--- src/rtl/dma_priority_arbiter_pkg.sv ---
// Shared types and constants for the 8237A-compatible DMA channel arbiter.
package DmaPackage;

   localparam int unsigned NUM_CH = 4;
   localparam int unsigned CH_W   = 2;

   localparam int unsigned CMD_DISABLE   = 2;
   localparam int unsigned CMD_ROTATE    = 4;
   localparam int unsigned CMD_DREQ_LOW  = 6;
   localparam int unsigned CMD_DACK_HIGH = 7;

   typedef enum logic [1:0] {
      ARB_IDLE,
      ARB_GRANT,
      ARB_SERVICE
   } arbState_t;

   function automatic logic [NUM_CH-1:0] oneHot(input logic [CH_W-1:0] ch);
      return NUM_CH'(1) << ch;
   endfunction

endpackage

--- src/rtl/dma_priority_arbiter_encoder.sv ---
// Combinational priority search: fixed (ch0 first) or rotating from ptr.
module dma_priority_encoder
   import DmaPackage::*;
(
   input  logic [NUM_CH-1:0] pending,
   input  logic [CH_W-1:0]   ptr,
   input  logic              rotate,
   output logic [CH_W-1:0]   winner,
   output logic              any
);

   logic [CH_W-1:0] base;
   logic [CH_W-1:0] idx;

   // Scan from lowest to highest priority so the highest-priority hit lands last.
   always_comb begin
      winner = '0;
      idx    = '0;
      any    = |pending;
      base   = rotate ? ptr : '0;
      for (int i = NUM_CH - 1; i >= 0; i--) begin
         idx = base + CH_W'(i);
         if (pending[idx]) begin
            winner = idx;
         end
      end
   end

endmodule

--- src/rtl/dma_priority_arbiter.sv ---
// DMA channel request arbiter: syncs DREQ, resolves one channel, holds the
// grant for a full service and drives DACK with programmable polarity.
module dma_priority_arbiter #(
   parameter int unsigned NUM_CH = 4,
   parameter int unsigned CH_W   = $clog2(NUM_CH)
) (
   input  logic              CLK,
   input  logic              RESET,
   input  logic [NUM_CH-1:0] dreq,
   input  logic [7:0]        commandReg,
   input  logic [NUM_CH-1:0] maskReg,
   input  logic [NUM_CH-1:0] requestReg,
   input  logic              validDack,
   input  logic              cycleDone,
   output logic [NUM_CH-1:0] validDreq,
   output logic [NUM_CH-1:0] dack,
   output logic [CH_W-1:0]   grantCh,
   output logic              grantValid,
   output logic [CH_W-1:0]   prioPtr
);

   import DmaPackage::*;

   arbState_t         state;
   arbState_t         stateNext;
   logic [NUM_CH-1:0] dreqSync;
   logic [NUM_CH-1:0] dackInt;
   logic [NUM_CH-1:0] pending;
   logic [NUM_CH-1:0] validDreqNext;
   logic [NUM_CH-1:0] dackIntNext;
   logic [CH_W-1:0]   grantChNext;
   logic [CH_W-1:0]   prioPtrNext;
   logic [CH_W-1:0]   winner;
   logic              anyPending;
   logic              ctrlDisable;
   logic              rotateMode;
   logic              unusedCmdBits;

   assign ctrlDisable   = commandReg[CMD_DISABLE];
   assign rotateMode    = commandReg[CMD_ROTATE];
   assign unusedCmdBits = ^{commandReg[1:0], commandReg[3], commandReg[5]};

   // Software requests bypass the mask.
   assign pending = (dreqSync & ~maskReg) | requestReg;

   assign dack = commandReg[CMD_DACK_HIGH] ? dackInt : ~dackInt;

   dma_priority_encoder uEncoder (
      .pending (pending),
      .ptr     (prioPtr),
      .rotate  (rotateMode),
      .winner  (winner),
      .any     (anyPending)
   );

   always_ff @(posedge CLK) begin
      if (RESET) begin
         state      <= ARB_IDLE;
         dreqSync   <= '0;
         validDreq  <= '0;
         dackInt    <= '0;
         grantCh    <= '0;
         grantValid <= 1'b0;
         prioPtr    <= '0;
      end else begin
         state      <= stateNext;
         dreqSync   <= commandReg[CMD_DREQ_LOW] ? ~dreq : dreq;
         validDreq  <= validDreqNext;
         dackInt    <= dackIntNext;
         grantCh    <= grantChNext;
         grantValid <= (stateNext != ARB_IDLE);
         prioPtr    <= prioPtrNext;
      end
   end

   always_comb begin
      stateNext     = state;
      validDreqNext = validDreq;
      dackIntNext   = dackInt;
      grantChNext   = grantCh;
      prioPtrNext   = prioPtr;

      unique case (state)
         ARB_IDLE: begin
            validDreqNext = '0;
            dackIntNext   = '0;
            if (!ctrlDisable && anyPending) begin
               grantChNext   = winner;
               validDreqNext = oneHot(winner);
               stateNext     = ARB_GRANT;
            end
         end

         // Acknowledge wins over a request withdrawn in the same cycle.
         ARB_GRANT: begin
            if (validDack) begin
               dackIntNext = oneHot(grantCh);
               stateNext   = ARB_SERVICE;
            end else if (!pending[grantCh] || ctrlDisable) begin
               validDreqNext = '0;
               stateNext     = ARB_IDLE;
            end
         end

         // Service runs to completion; the finished channel drops to lowest priority.
         ARB_SERVICE: begin
            if (cycleDone) begin
               validDreqNext = '0;
               dackIntNext   = '0;
               stateNext     = ARB_IDLE;
               if (rotateMode) begin
                  prioPtrNext = grantCh + CH_W'(1);
               end
            end
         end

         default: begin
            validDreqNext = '0;
            dackIntNext   = '0;
            stateNext     = ARB_IDLE;
         end
      endcase
   end

endmodule

--- config.mk ---
export PLATFORM = sky130hd
export DESIGN_NAME = dma_priority_arbiter
export DESIGN_NICKNAME = d
export VERILOG_FILES = /design/src/rtl/dma_priority_arbiter_pkg.sv /design/src/rtl/dma_priority_arbiter_encoder.sv /design/src/rtl/dma_priority_arbiter.sv
export SDC_FILE = /design/constraint.sdc
export NUM_CORES = 1
export LEC_CHECK = 0
export BUFFER_PORTS_ARGS = -buffer_cell sky130_fd_sc_hd__buf_4
export CORE_MARGIN = 8
export CORE_UTILIZATION = 50
export CTS_CLUSTER_DIAMETER = 120
export DETAILED_ROUTE_END_ITERATION = 16
export PLACE_DENSITY_LB_ADDON = 0.2
export SLEW_MARGIN = 5
export SYNTH_ARGS = -nofsm -noshare
export SYNTH_HDL_FRONTEND = slang
export SYNTH_SLANG_ARGS = --single-unit
--- constraint.sdc ---
create_clock -name CLK -period 2.1 [get_ports CLK]
set_clock_uncertainty 0.2 [all_clocks]
set_input_delay 0.315 -clock CLK [delete_from_list [all_inputs] [get_ports CLK]]
set_output_delay 0.315 -clock CLK [all_outputs]
set_load 0.01 [all_outputs]
# After elaboration in Yosys (flattened, before gate mapping)
# Index checks and enable logic that the tools add are counted.
[word_totals]
ff_bits = 19
elab_cells = 69
[classes]
add_sub_neg = 4
order_cmp = 5
eq_ne = 6
shift = 2
muxes = 29
bitwise = 5
n_reduce_logical = 11
[ops]
columns = ["operator", "count"]
rows = [
  ["two-way mux 4 bit", 7],
  ["two-way mux 2 bit", 9],
  ["less-than comparator 2 x 3 -> 1 bit, second input constant", 5],
  ["NOT 4 bit", 3],
  ["one-hot mux 4 bit (3 select lines)", 1],
  ["binary-select mux 1 bit (select 2 bit)", 5],
  ["inequality test 2 bit, second input constant", 4],
  ["one-hot mux 4 bit (2 select lines)", 1],
  ["<< shifter 1 x 2 -> 4 bit, first input constant", 2],
  ["one-hot mux 2 bit (3 select lines)", 1],
  ["AND reduction 3 bit", 2],
  ["two-way mux 1 bit", 5],
  ["adder 2 x 1 -> 2 bit, second input constant", 2],
  ["adder 2 bit, second input constant", 2],
  ["bitwise AND 4 bit", 1],
  ["OR 4 bit", 1],
  ["AND reduction 2 bit", 2],
  ["OR reduction 4 bit", 1],
  ["== test 2 x 1 -> 1 bit, second input constant", 1],
  ["== test 2 bit, second input constant", 1],
  ["zero test 1 bit", 2],
  ["zero test 2 bit", 1],
  ["nonzero test 2 bit", 1],
  ["logical AND 1 bit", 1],
  ["logical OR 1 bit", 1],
]

# Longest topological paths before layout
# Gate-level depths: netlist (run 1).
[logic_depth]
depth_word = 12
depth_mapped = 7
depth_no_buf = 6

# Hierarchy
# A second synthesis (run 1) with hierarchy kept.
[hier_totals]
cells_unflattened = 136
hier_area_um2 = 1143.6
[modules_own_cells]
columns = ["module", "n_inst", "cells_per_inst", "area_per_inst_um2", "seq_area_each_um2"]
rows = [
  ["dma_priority_arbiter", 1, 110, 987.2, 380.4],
  ["dma_priority_encoder", 1, 26, 156.4, 0.0],
]

# Least setup slack after synthesis (run 1)
# No wires, ideal clock.
[synth_path]
path_type = "flip-flop to flip-flop"
startpoint = "reg dreqSync[3]"
endpoint = "reg validDreq[1]"
setup_time_ps = 117
arrival_ps = 1557
setup_slack_ps = 226
stages_incl_launch_ff = 8
path_buffers = 1
period_less_slack_ps = 1874
cell_sequence = "dfxtp_1 -> nor2b_4 -> or2_0 -> buf_2 -> mux4_2 -> nand3_2 -> a21oi_2 -> a22o_1"
[synth_via]
elab_chain_cells = 11
word_cells_on_any_way = 25
classes_between = "eq/ne (1); shift (1); mux (16); bitwise (2); reduce/logical (5)"
[synth_rtl]
columns = ["element", "line_no", "rtl"]
rows = [
  ["start, declared", "dma_priority_arbiter.sv:26", "logic [NUM_CH-1:0] dreqSync;"],
  ["start signal, assigned", "dma_priority_arbiter.sv:67", "dreqSync <= commandReg[CMD_DREQ_LOW] ? ~dreq : dreq;"],
  ["bitwise AND 4 bit (*)", "dma_priority_arbiter.sv:44", "assign pending = (dreqSync & ~maskReg) | requestReg;"],
  ["OR 4 bit (*)", "dma_priority_arbiter.sv:44", ""],
  ["binary-select mux 1 bit (select 2 bit)", "dma_priority_arbiter_encoder.sv:23", "if (pending[idx]) begin"],
  ["two-way mux 1 bit (implied by the code)", "dma_priority_arbiter_encoder.sv:23", ""],
  ["two-way mux 2 bit (4 in series)", "dma_priority_arbiter_encoder.sv:23", ""],
  ["<< shifter 1 x 2 -> 4 bit", "dma_priority_arbiter_pkg.sv:19", "return NUM_CH'(1) << ch;"],
  ["two-way mux 4 bit", "dma_priority_arbiter.sv:87", "if (!ctrlDisable && anyPending) begin"],
  ["one-hot mux 4 bit (3 select lines)", "dma_priority_arbiter.sv:83", "unique case (state)"],
  ["end signal, assigned", "dma_priority_arbiter.sv:68", "validDreq <= validDreqNext;"],
  ["end, declared", "dma_priority_arbiter.sv:15", "output logic [NUM_CH-1:0] validDreq,"],
]
# Every way passes the cells marked *; elsewhere a longest branch is shown, timed or not. The select of a mux whose other input is x is not followed.
# A chain may end at the register's enable or synchronous reset.

# Worst setup path after layout (run 1)
# Ends and elaborated chain as after synthesis.

==> results of run 1 <==
[synth_stat cells (all sizes together)]
cell type  count  share of area [%]
a211oi         3                2.3
a21o           2                1.3
a21oi          6                2.9
a221oi         1               0.75
a22o           1               0.75
a22oi          5                3.2
a31oi          3                1.6
a32o           1               0.85
and2           1               0.53
buf            5                2.0
clkbuf         2               0.64
dfxtp         19                 32
ha             4                4.3
inv            6                1.9
mux2i          2                1.7
mux4           1                1.9
nand2          8                2.6
nand2b         7                3.7
nand3          1               0.85
nor2          20                6.4
nor2b          2                1.7
nor3           4                1.7
nor3b          1               0.64
nor4           4                3.2
o21a           1               0.64
o21ai          4                1.7
o22a           1               0.85
o22ai          4                2.1
o2bb2ai        2                1.5
o31ai          1               0.64
o32ai          1                1.4
o41a           1               0.96
o41ai          1                1.4
or2            2                1.1
or3            1               0.53
xnor2          9                6.7
xor2           1               0.75
[worst max path at each step]
stage                      from      endpoint  depth (start not counted)
floorplan           dreqSync[3]  validDreq[1]                          7
global placement     maskReg[3]  validDreq[0]                          7
detailed placement   maskReg[3]  validDreq[0]                          7
CTS                  prioPtr[1]  validDreq[3]                          6
global route         prioPtr[1]  validDreq[3]                          6
finish              dreqSync[3]  validDreq[1]                          6
[cell usage in the layout, fill, tap and decap left out, types with 2 or more instances in the layout]
| cell | instances |
|---|---|
| o2bb2ai_1 | 2 |
| inv_1 | 6 |
| mux2i_1 | 2 |
| nor2_1 | 20 |
| a21oi_1 | 5 |
| ha_1 | 4 |
| xnor2_1 | 9 |
| clkbuf_4 | 3 |
| dfxtp_1 | 18 |
| nor4_1 | 2 |
| or2_1 | 2 |
| o22ai_1 | 4 |
| a21o_1 | 2 |
| buf_4 | 40 |
| a31oi_1 | 3 |
| nand2_1 | 8 |
| nand2b_1 | 7 |
| a211oi_1 | 2 |
| o21ai_0 | 3 |
| nor3_1 | 4 |
| a22oi_1 | 5 |
| nor4_2 | 2 |
[cell families (layout without fill, tap and decap cells)]
group / after synthesis / in the layout
buffers and inverters: 13 / 50
XOR/XNOR: 10 / 10
adder cells (fa/ha/maj): 4 / 4
AO/OA/AOI/OAI: 38 / 38
flip-flops: 19 / 19
multiplexers: 3 / 3
AND/OR/NAND/NOR: 51 / 51
[worst max-delay path, stage by stage, from the launching register on]
cell	delay, ns
dfxtp_1	0.33
nor2b_4	0.12
or2_1	0.29
mux4_2	0.50
nand3_2	0.11
a21oi_2	0.08
a22o_1	0.23
[power groups by stage]
stage          clock, uW  combinational [uW]  sequential [uW]
2_1_floorplan          0                 117              399
3_3_place_gp           0                 199              396
3_5_place_dp           0                 203              396
4_1_cts              202                 204              389
5_1_grt              220                 221              391
6_report             196                 203              389
[registers in the layout, summed over array words and instances, names as in the netlist]
name / count
dackInt: 4
dreqSync: 4
grantCh: 2
grantValid: 1
prioPtr: 2
state: 2
validDreq: 4
[metrics by stage]
stage,std cells,setup slack [ns],hold slack (ns),util [%]
5_1_grt,203,0.0382,0.0300,68.3
2_1_floorplan,138,0.226,0.252,-
3_5_place_dp,199,0.0553,0.258,66.9
6_report,203,0.153,0.0355,68.3
3_3_place_gp,199,0.0848,0.251,66.9
4_1_cts,203,0.0580,0.0267,68.2
[what timing repair did]
| item | 4_1_cts | 5_1_grt |
|---|---|---|
| resized for setup | 0 | 2 |
| endpoints found under the setup margin | 0 | 2 |
| buffers inserted | 0 | 0 |
[area by class of cell]
| type | instances | area, um2 | area share [%] |
|---|---|---|---|
| inverters | 6 | 22.5 | 1.49 |
| repair buffers | 40 | 300 | 19.9 |
| clock inverters | 1 | 7.51 | 0.497 |
| well taps | 28 | 35.0 | 2.32 |
| clock buffers | 3 | 22.5 | 1.49 |
| flip-flops and latches | 19 | 382 | 25.3 |
| multi-input cells | 106 | 741 | 49.0 |
[metal layers]
layer | track usage [%] | wire length, um | up-vias | share of wire, %
met4 | 3.54 | 12 | 0 | 0.42
li1 | - | - | 575 | -
met3 | 4.81 | 143 | 2 | 5.0
met1 | 15.5 | 1240 | 528 | 43
met2 | 24.2 | 1480 | 25 | 51
met5 | 0 | 0 | - | 0
==> key figures, run 1 <==
Clocking
  • Clock Tree Buf Depth: 2
  • Hold_buf cts: 0
  • CTS tree: done
  • Worst-Skew Late Latency: 0.30 ns
  • Register clock-pin slew on the reported worst setup and hold paths: 0.12 ns
  • Clock sink count: 19
  • Total CTS buffers: 3
  • CTS H-tree depth: 1
  • Clk root buf: clkbuf_4

Worst setup path
  • WP data required: 2.11 ns
  • Critical path class: register to register
  • Crit start category: register
  • R2R cell count: 6
  • R2R Path End: validDreq[1]
  • Reg2Reg Setup Slack: roughly 0.15 ns
  • CP Max Fanout: 6
  • Reg2reg start: dreqSync[3]
  • Worst EP arrival: 1.96 ns
  • CP endpoint kind: register

Pwr
  • Max rail drop VDD: 0.393 mV
  • Logic gate share of total power: between 20 and 30%
  • Sw Share: between 20% and 30%
  • Tot Pwr: 787 uW
  • Seq pwr share: approximately 49%
  • Clock network fraction of design power: 24.9%
  • PD cells: roughly 520 mW/mm2
  • P_int: 553 uW
  • Psw: 234 uW
  • Leakage: 0.000626 uW

Place
  • Routability cong.: 0.899
  • PortBufs: 32
  • DP Area: 0.00148 mm2
  • Detail Placement HPWL: 2.37 mm

Logic synthesis
  • Post-Synth Simple-Gate Area: between 20% and 30%
  • Seq cells post-synth: 19
  • Avg Cell Area, Syn: ~8.5 um2
  • Distinct cells, synth: 44
  • Mapped Area: about 0.0012 mm2
  • Compound-Gate Fraction of Synth Area: 24.8%
  • Sequential area share after synthesis: 32.4%
  • Synth warn: 0
  • Multiplexer share of the synthesized area: 3.62%
  • Largest family of logic cells by synthesized area: compound AO/OA/AOI/OAI gates
  • Synth Area in Adders: 4.26%
  • Xor/xnor share of the synthesized area: 7.45%
  • Cell count after synthesis: ~140
  • Synthesized net count: roughly 170

STA
  • Tcrit/Tclk final: 92.7%
  • Tmin final: 1.95 ns
  • RSZ-0062 raised after global routing: no
  • Setup_tns: 0 ns
  • Fmax achieved: roughly 0.51 GHz
  • Relative slew slack: between 60 and 70%
  • Final-report setup violation count: 0
  • Worst-Margin Slew: 0.447 ns
  • Final Hold Fails: 0
  • Slew Viols, Final: 0

Job
  • Max_cap viols: 0

Floorplan
  • DIE HEIGHT: about 64 um
  • Initial Util: 53.1%
  • Core Area: roughly 0.0022 mm2
  • I/O Pins: 37
  • Row cnt: 17
  • Die width: around 64 um
  • Die area: 0.00416 mm2

Route
  • DRT Wirelength: 2.87 mm
  • Via Count: about 1.1k
  • Antenna Nets Post-Route: 0
  • Initial detailed-routing violation count: 36
  • TritonRoute pass-1 iters: 4
  • Via-to-Cell Ratio: ~5.6
  • WL/cell: around 14 um
  • Drc violations: 0

Final layout
  • Share of cells above drive strength 1: 31.4%
  • Layout area overhead: 28.5%
  • N_diodes: 0
  • Layout Nets: 204
  • Filler cell count: 192
  • Post-route design area: around 0.0015 mm2

Global route
  • Grt ovf: 0
  • First-pass GRT wire length: 4.79 mm
  • Vias in the first global route: 1109
  • Antenna violations before repair: 0
  • Pin count of the biggest net entering global routing: 19
  • GR Util All Layers: 13.8%

Hold path
  • Hold EP: dreqSync[0]
  • Hold Path Depth: 3
  • Worst hold start: dreq[0]
  • Hold crit path type: primary input to register

Status
  • Run status: completed
Note: power is estimated with default switching activity, not from simulation.
==> run 2: changes to the inputs <==
CORE_UTILIZATION = 54   (was 50)
CTS_BUF_LIST = sky130_fd_sc_hd__clkbuf_16   (was not set)
clock period = 2.5 ns   (was 2.1 ns; I/O delays follow)
==> key figures, run 2 (same netlist as run 1, synthesis figures left out) <==
Final layout
  • Most frequent cells in the layout: buf_4 (32), nor2_1 (20), dfxtp_1 (19) (was buf_4 (40), nor2_1 (20), dfxtp_1 (18))
  • Top Registers: dackInt: 4 flops, dreqSync: 4 flops, validDreq: 4 flops (unchanged)
  • Finished Layout Cells: 195 (was 203)
  • Filler cell count: 197 (was 192)
  • Most common cell after layout, fill and taps aside: buf_4 (unchanged)
  • Share of cells above drive strength 1: 26.9% (was 31.4%)
  • Final Util: 70.4% (was 68.3%)
  • Layout Nets: 196 (was 204)
  • N_diodes: 0 (unchanged)
  • Layout area overhead: 27.5% (was 28.5%)

Clocking
  • Worst-Skew Late Latency: 0.25 ns (was 0.30 ns)
  • CTS H-tree depth: 1 (unchanged)
  • Hold_buf cts: 0 (unchanged)
  • CTS tree: done (unchanged)
  • Clock sink count: 19 (unchanged)
  • Clk root buf: clkbuf_16 (was clkbuf_4)
  • Total CTS buffers: 3 (unchanged)
  • Post-CTS sizing: 0 (unchanged)
  • Register clock-pin slew on the reported worst setup and hold paths: 0.05 ns (was 0.12 ns)
  • Clock Tree Buf Depth: 2 (unchanged)
  • Postcts setup bufs: 0 (unchanged)

Worst setup path
  • R2R Path End: validDreq[0] (was validDreq[1])
  • Worst EP arrival: 1.94 ns (was 1.96 ns)
  • WP data required: 2.44 ns (was 2.11 ns)
  • Critical Path Stages: 6 (unchanged)
  • R2R cell count: 6 (unchanged)
  • CP cell instances: nor2b_4, or2_0, nand2_1, a221oi_1, o22ai_1, a32o_1 (was nor2b_4, or2_1, mux4_2, nand3_2, a21oi_2, a22o_1)
  • CP Buf/Inv Count: 0 (unchanged)
  • Reg2reg start: dreqSync[3] (unchanged)
  • CP Max Fanout: 6 (unchanged)
  • Slowest cell on crit path: or2_0 (was mux4_2)
  • Reg2Reg Setup Slack: 0.50 ns (was 0.15 ns)
  • Slowest stage delay, CP: 0.34 ns (was 0.50 ns)
  • CP endpoint kind: register (unchanged)
  • Crit path from: dreqSync[3] (unchanged)
  • Crit start category: register (unchanged)
  • Worst path top cell family by delay: compound AO/OA/AOI/OAI gates (was simple AND/OR/NAND/NOR gates)
  • CP endpoint: validDreq[0] (was validDreq[1])
  • Critical path class: register to register (unchanged)

Route
  • TritonRoute pass-1 iters: 4 (unchanged)
  • Via-to-Cell Ratio: 5.65 (was 5.57)
  • DRT Wirelength: 2.89 mm (was 2.87 mm)
  • Drc violations: 0 (unchanged)
  • Highest routed layer: met4 (unchanged)
  • Metal3 WL: 149 um (was 143 um)
  • WL/cell: 14.8 um (was 14.1 um)
  • WL met1: 1.25 mm (was 1.24 mm)
  • Antenna Nets Post-Route: 0 (unchanged)
  • Met2 routed WL: 1.48 mm (about the same)
  • Initial detailed-routing violation count: 45 (was 36)
  • Via Count: 1101 (was 1130)

STA
  • Worst Slack Setup Final: 0.503 ns (was 0.153 ns)
  • Fmax achieved: 0.501 GHz (was 0.514 GHz)
  • RSZ-0062 raised after global routing: no (unchanged)
  • Final Hold Fails: 0 (unchanged)
  • Worst-Margin Slew: 0.415 ns (was 0.447 ns)
  • Tmin final: 2.00 ns (was 1.95 ns)
  • Tcrit/Tclk final: 79.9% (was 92.7%)
  • Final-report setup violation count: 0 (unchanged)
  • Slew Viols, Final: 0 (unchanged)
  • Relative slew slack: 72.3% (was 70.0%)
  • WHS: 0.165 ns (was 0.0355 ns)
  • Setup_tns: 0 ns (unchanged)

Floorplan
  • I/O Pins: 37 (unchanged)
  • Core Area: 0.00213 mm2 (was 0.00221 mm2)
  • Initial Util: 55.2% (was 53.1%)
  • DIE HEIGHT: 62.6 um (was 64.5 um)
  • Die area: 0.00392 mm2 (was 0.00416 mm2)
  • Die width: 62.6 um (was 64.5 um)
  • Row cnt: 17 (unchanged)

Pwr
  • Leakage: 0.000613 uW (was 0.000626 uW)
  • Max rail drop VDD: 0.437 mV (was 0.393 mV)
  • PD cells: 539 mW/mm2 (was 521 mW/mm2)

Place
  • Routability cong.: 0.860 (was 0.899)
  • Post-Place Worst Slack: 0.362 ns (was 0.0553 ns)
  • Placed insts: 191 (was 199)
  • PortBufs: 32 (unchanged)
  • Detail Placement HPWL: 2.22 mm (was 2.37 mm)

Status
  • Run status: completed (unchanged)

Job
  • Max_cap viols: 0 (unchanged)

Global route
  • Vias in the first global route: 1098 (was 1109)
  • First-pass GRT wire length: 4.89 mm (was 4.79 mm)
  • GR Util All Layers: 14.4% (was 13.8%)
  • Antenna violations before repair: 0 (unchanged)
  • Grt ovf: 0 (unchanged)
  • Pin count of the biggest net entering global routing: 19 (unchanged)

Hold path
  • Hold crit path type: primary input to register (unchanged)
-- run 2: worst min-delay path by stage --
stage                  from      endpoint  slack (ns)  cells past startpoint
2_1_floorplan    dackInt[0]    dackInt[0]        0.29                      2
3_5_place_dp   validDreq[2]  validDreq[2]        0.25                      1
3_3_place_gp   validDreq[2]  validDreq[2]        0.25                      1
5_1_grt             dreq[1]   dreqSync[1]        0.18                      3
6_report            dreq[3]   dreqSync[3]        0.17                      3
4_1_cts             dreq[3]   dreqSync[3]        0.17                      3
-- run 2: final cells by class --
class                           instances  area (um2)  area share [%]
Multi-Input combinational cell        106         741            49.5
Sequential cell                        19         380            25.4
Timing Repair Buffer                   32         240            16.0
Clock buffer                            3        75.1            5.01
Tap cell                               28        35.0            2.34
Inverter                                6        22.5            1.50
Clock inverter                          1        3.75           0.251
-- run 2: layer usage --
metal	vias up	track usage, %
li1	551	-
met1	518	16.1
met2	30	26.1
met3	2	4.84
met4	0	2.28
met5	-	0
-- run 2: tightest hold or removal path, cell delays in order --
cell and delay (ns):
buf_4 0.08, xnor2_1 0.05, nor2_1 0.07
-- run 2: metrics by stage --
stage	power (uW)	area, um2
3_3_place_gp	489	1420
5_1_grt	845	1500
3_5_place_dp	494	1420
6_report	807	1500
2_1_floorplan	433	1170
4_1_cts	814	1500
-- run 2: power by group --
group	total [uW]	internal (uW)	switching [uW]
combinational	161	78.5	82.9
clock	318	212	105
sequential	328	318	10.8
total	807	609	199
==> run 3: changes to the inputs <==
CORE_UTILIZATION = 50   (was 54)
clock period = 2 ns   (was 2.5 ns; I/O delays follow)
==> key figures, run 3 (same netlist as run 1, synthesis figures left out) <==
Final layout
  • Post-route design area: 0.00158 mm2 (was 0.00150 mm2)
  • N_diodes: 0 (unchanged)
  • Register Area: 380 um2 (unchanged)
  • Multi-input combinational cell area: 746 um2 (was 741 um2)
  • Top Registers: dackInt: 4 flops, dreqSync: 4 flops, validDreq: 4 flops (unchanged)
  • Most common cell after layout, fill and taps aside: buf_4 (unchanged)
  • Layout Nets: 206 (was 196)
  • Layout area overhead: 34.3% (was 27.5%)
  • Share of cells above drive strength 1: 32.2% (was 26.9%)
  • Most frequent cells in the layout: buf_4 (42), nor2_1 (20), dfxtp_1 (19) (was buf_4 (32), nor2_1 (20), dfxtp_1 (19))
  • Filler cell count: 183 (was 197)

Worst setup path
  • Critical path class: register to register (unchanged)
  • Worst EP arrival: 1.86 ns (was 1.94 ns)
  • R2R cell count: 6 (unchanged)
  • Slowest stage delay, CP: 0.53 ns (was 0.34 ns)
  • CP Buf/Inv Count: 0 (unchanged)
  • Reg2reg start: dreqSync[2] (was dreqSync[3])
  • Crit start category: register (unchanged)
  • R2R Path End: validDreq[1] (was validDreq[0])
  • WP data required: 1.94 ns (was 2.44 ns)
  • Reg2Reg Setup Slack: 0.08 ns (was 0.50 ns)
  • Worst path top cell family by delay: multiplexers (was compound AO/OA/AOI/OAI gates)
  • CP Max Fanout: 7 (was 6)
  • CP endpoint kind: register (unchanged)
  • CP cell instances: nand2b_1, nand2_1, mux4_2, nand3_2, a21oi_2, a22o_1 (was nor2b_4, or2_0, nand2_1, a221oi_1, o22ai_1, a32o_1)
  • Slowest cell on crit path: mux4_2 (was or2_0)
  • Critical Path Stages: 6 (unchanged)

STA
  • Worst-Margin Slew: 0.416 ns (was 0.415 ns)
  • Setup_tns: 0 ns (unchanged)
  • Slew Viols, Final: 0 (unchanged)
  • Tmin final: 1.92 ns (was 2.00 ns)
  • Fmax achieved: 0.520 GHz (was 0.501 GHz)
  • RSZ-0062 raised after global routing: no (unchanged)
  • Final-report setup violation count: 0 (unchanged)
  • Tcrit/Tclk final: 96.1% (was 79.9%)
  • Relative slew slack: 72.3% (about the same)
  • Final Hold Fails: 0 (unchanged)

Floorplan
  • I/O Pins: 37 (unchanged)
  • Die area: 0.00416 mm2 (was 0.00392 mm2)
  • Core Area: 0.00221 mm2 (was 0.00213 mm2)
  • Initial Util: 53.1% (was 55.2%)
  • Die width: 64.5 um (was 62.6 um)
  • Row cnt: 17 (unchanged)
  • DIE HEIGHT: 64.5 um (was 62.6 um)

Pwr
  • Max rail drop VDD: 0.509 mV (was 0.437 mV)
  • P_int: 774 uW (was 609 uW)
  • Clock network fraction of design power: 39.2% (was 39.3%)
  • PD cells: 656 mW/mm2 (was 539 mW/mm2)
  • Leakage: 0.000666 uW (was 0.000613 uW)
  • Psw: 261 uW (was 199 uW)
  • Logic gate share of total power: 21.2% (was 20.0%)
  • Sw Share: 25.2% (was 24.6%)
  • Seq pwr share: 39.6% (was 40.7%)
  • Tot Pwr: 1040 uW (was 807 uW)

Global route
  • First-pass GRT wire length: 4.96 mm (was 4.89 mm)
  • Grt ovf: 0 (unchanged)
  • Antenna violations before repair: 0 (unchanged)
  • Pin count of the biggest net entering global routing: 19 (unchanged)
  • Vias in the first global route: 1151 (was 1098)
  • GR Util All Layers: 14.5% (was 14.4%)

Route
  • TritonRoute pass-1 iters: 4 (unchanged)
  • WL met1: 1.26 mm (was 1.25 mm)
  • Antenna Nets Post-Route: 0 (unchanged)
  • Met2 routed WL: 1.56 mm (was 1.48 mm)
  • Metal3 WL: 157 um (was 149 um)
  • Drc violations: 0 (unchanged)
  • Highest routed layer: met4 (unchanged)
  • Via-to-Cell Ratio: 5.53 (was 5.65)
  • WL/cell: 14.7 um (was 14.8 um)
  • Via Count: 1134 (was 1101)
  • Initial detailed-routing violation count: 44 (was 45)
  • DRT Wirelength: 3.01 mm (was 2.89 mm)

Clocking
  • Clock sink count: 19 (unchanged)
  • Total CTS buffers: 3 (unchanged)
  • Register clock-pin slew on the reported worst setup and hold paths: 0.05 ns (about the same)
  • Worst-Skew Late Latency: 0.25 ns (about the same)
  • Clk root buf: clkbuf_16 (unchanged)
  • CTS H-tree depth: 1 (unchanged)
  • Hold_buf cts: 0 (unchanged)
  • Postcts setup bufs: 0 (unchanged)
  • CTS tree: done (unchanged)
  • Clock Tree Buf Depth: 2 (unchanged)

Hold path
  • Worst hold start: dreq[2] (was dreq[3])
  • Hold Path Depth: 3 (unchanged)
  • Hold crit path type: primary input to register (unchanged)
  • Hold EP: dreqSync[2] (was dreqSync[3])

Place
  • Detail Placement HPWL: 2.43 mm (was 2.22 mm)
  • Routability cong.: 0.871 (was 0.860)
  • DP Area: 0.00149 mm2 (was 0.00142 mm2)
  • PortBufs: 32 (unchanged)

Status
  • Run status: completed (unchanged)

Job
  • Max_cap viols: 0 (unchanged)
run 3: cell types whose count changed in the layout (fill, tap and decap cells not counted), sizes merged:
cell / before / now
buf: 32 / 42
run 3: timing repair:
action | 4_1_cts | 5_1_grt
cloned | 0 | 0
endpoints found under the setup margin | 1 | 2
gates resized for setup | 1 | 2
run 3: per-layer routing:
| layer | vias to the layer above | GRT usage [%] |
|---|---|---|
| li1 | 572 | - |
| met2 | 21 | 26.3 |
| met3 | 5 | 4.47 |
| met5 | - | 0 |
| met4 | 0 | 4.63 |
| met1 | 536 | 15.6 |
run 3: how the worst max path moves through the flow:
stage	from	to
2_1_floorplan	dreqSync[3]	validDreq[1]
3_3_place_gp	maskReg[3]	validDreq[0]
3_5_place_dp	maskReg[3]	validDreq[0]
4_1_cts	dreqSync[3]	validDreq[1]
5_1_grt	dreqSync[2]	validDreq[1]
6_report	dreqSync[2]	validDreq[1]
run 3: worst register-to-register path, stage by stage (launching register included):
cell and delay, ns:
dfxtp_1 0.30, nand2b_1 0.15, nand2_1 0.21, mux4_2 0.53, nand3_2 0.11, a21oi_2 0.08, a22o_1 0.23
run 3: through the flow:
| step | utilization, % | hold WS [ns] | setup slack (ns) | instances |
|---|---|---|---|---|
| 2_1_floorplan | - | 0.237 | 0.126 | 138 |
| 3_3_place_gp | 67.5 | 0.252 | 0.00647 | 201 |
| 3_5_place_dp | 67.5 | 0.256 | -0.0616 | 201 |
| 4_1_cts | 71.1 | 0.0925 | 0.0314 | 205 |
| 5_1_grt | 71.3 | 0.114 | 0.00804 | 205 |
| 6_report | 71.3 | 0.0881 | 0.0787 | 205 |
run 3: cell type report:
type                            count  area share, %
Multi-Input combinational cell    106           47.3
Sequential cell                    19           24.1
Timing Repair Buffer               42           20.0
Clock buffer                        3           4.76
Inverter                            6           1.43
Clock inverter                      1          0.238
Tap cell                           28           2.22
run 3: power groups by stage:
| stage | Clock (uW) | Combinational, uW | Sequential [uW] |
|---|---|---|---|
| after CTS | 409 | 217 | 409 |
| after detailed placement | 0 | 215 | 417 |
| after global routing | 432 | 238 | 411 |
| final | 406 | 220 | 409 |
| after floorplan | 0 | 123 | 418 |
| after global placement | 0 | 209 | 416 |
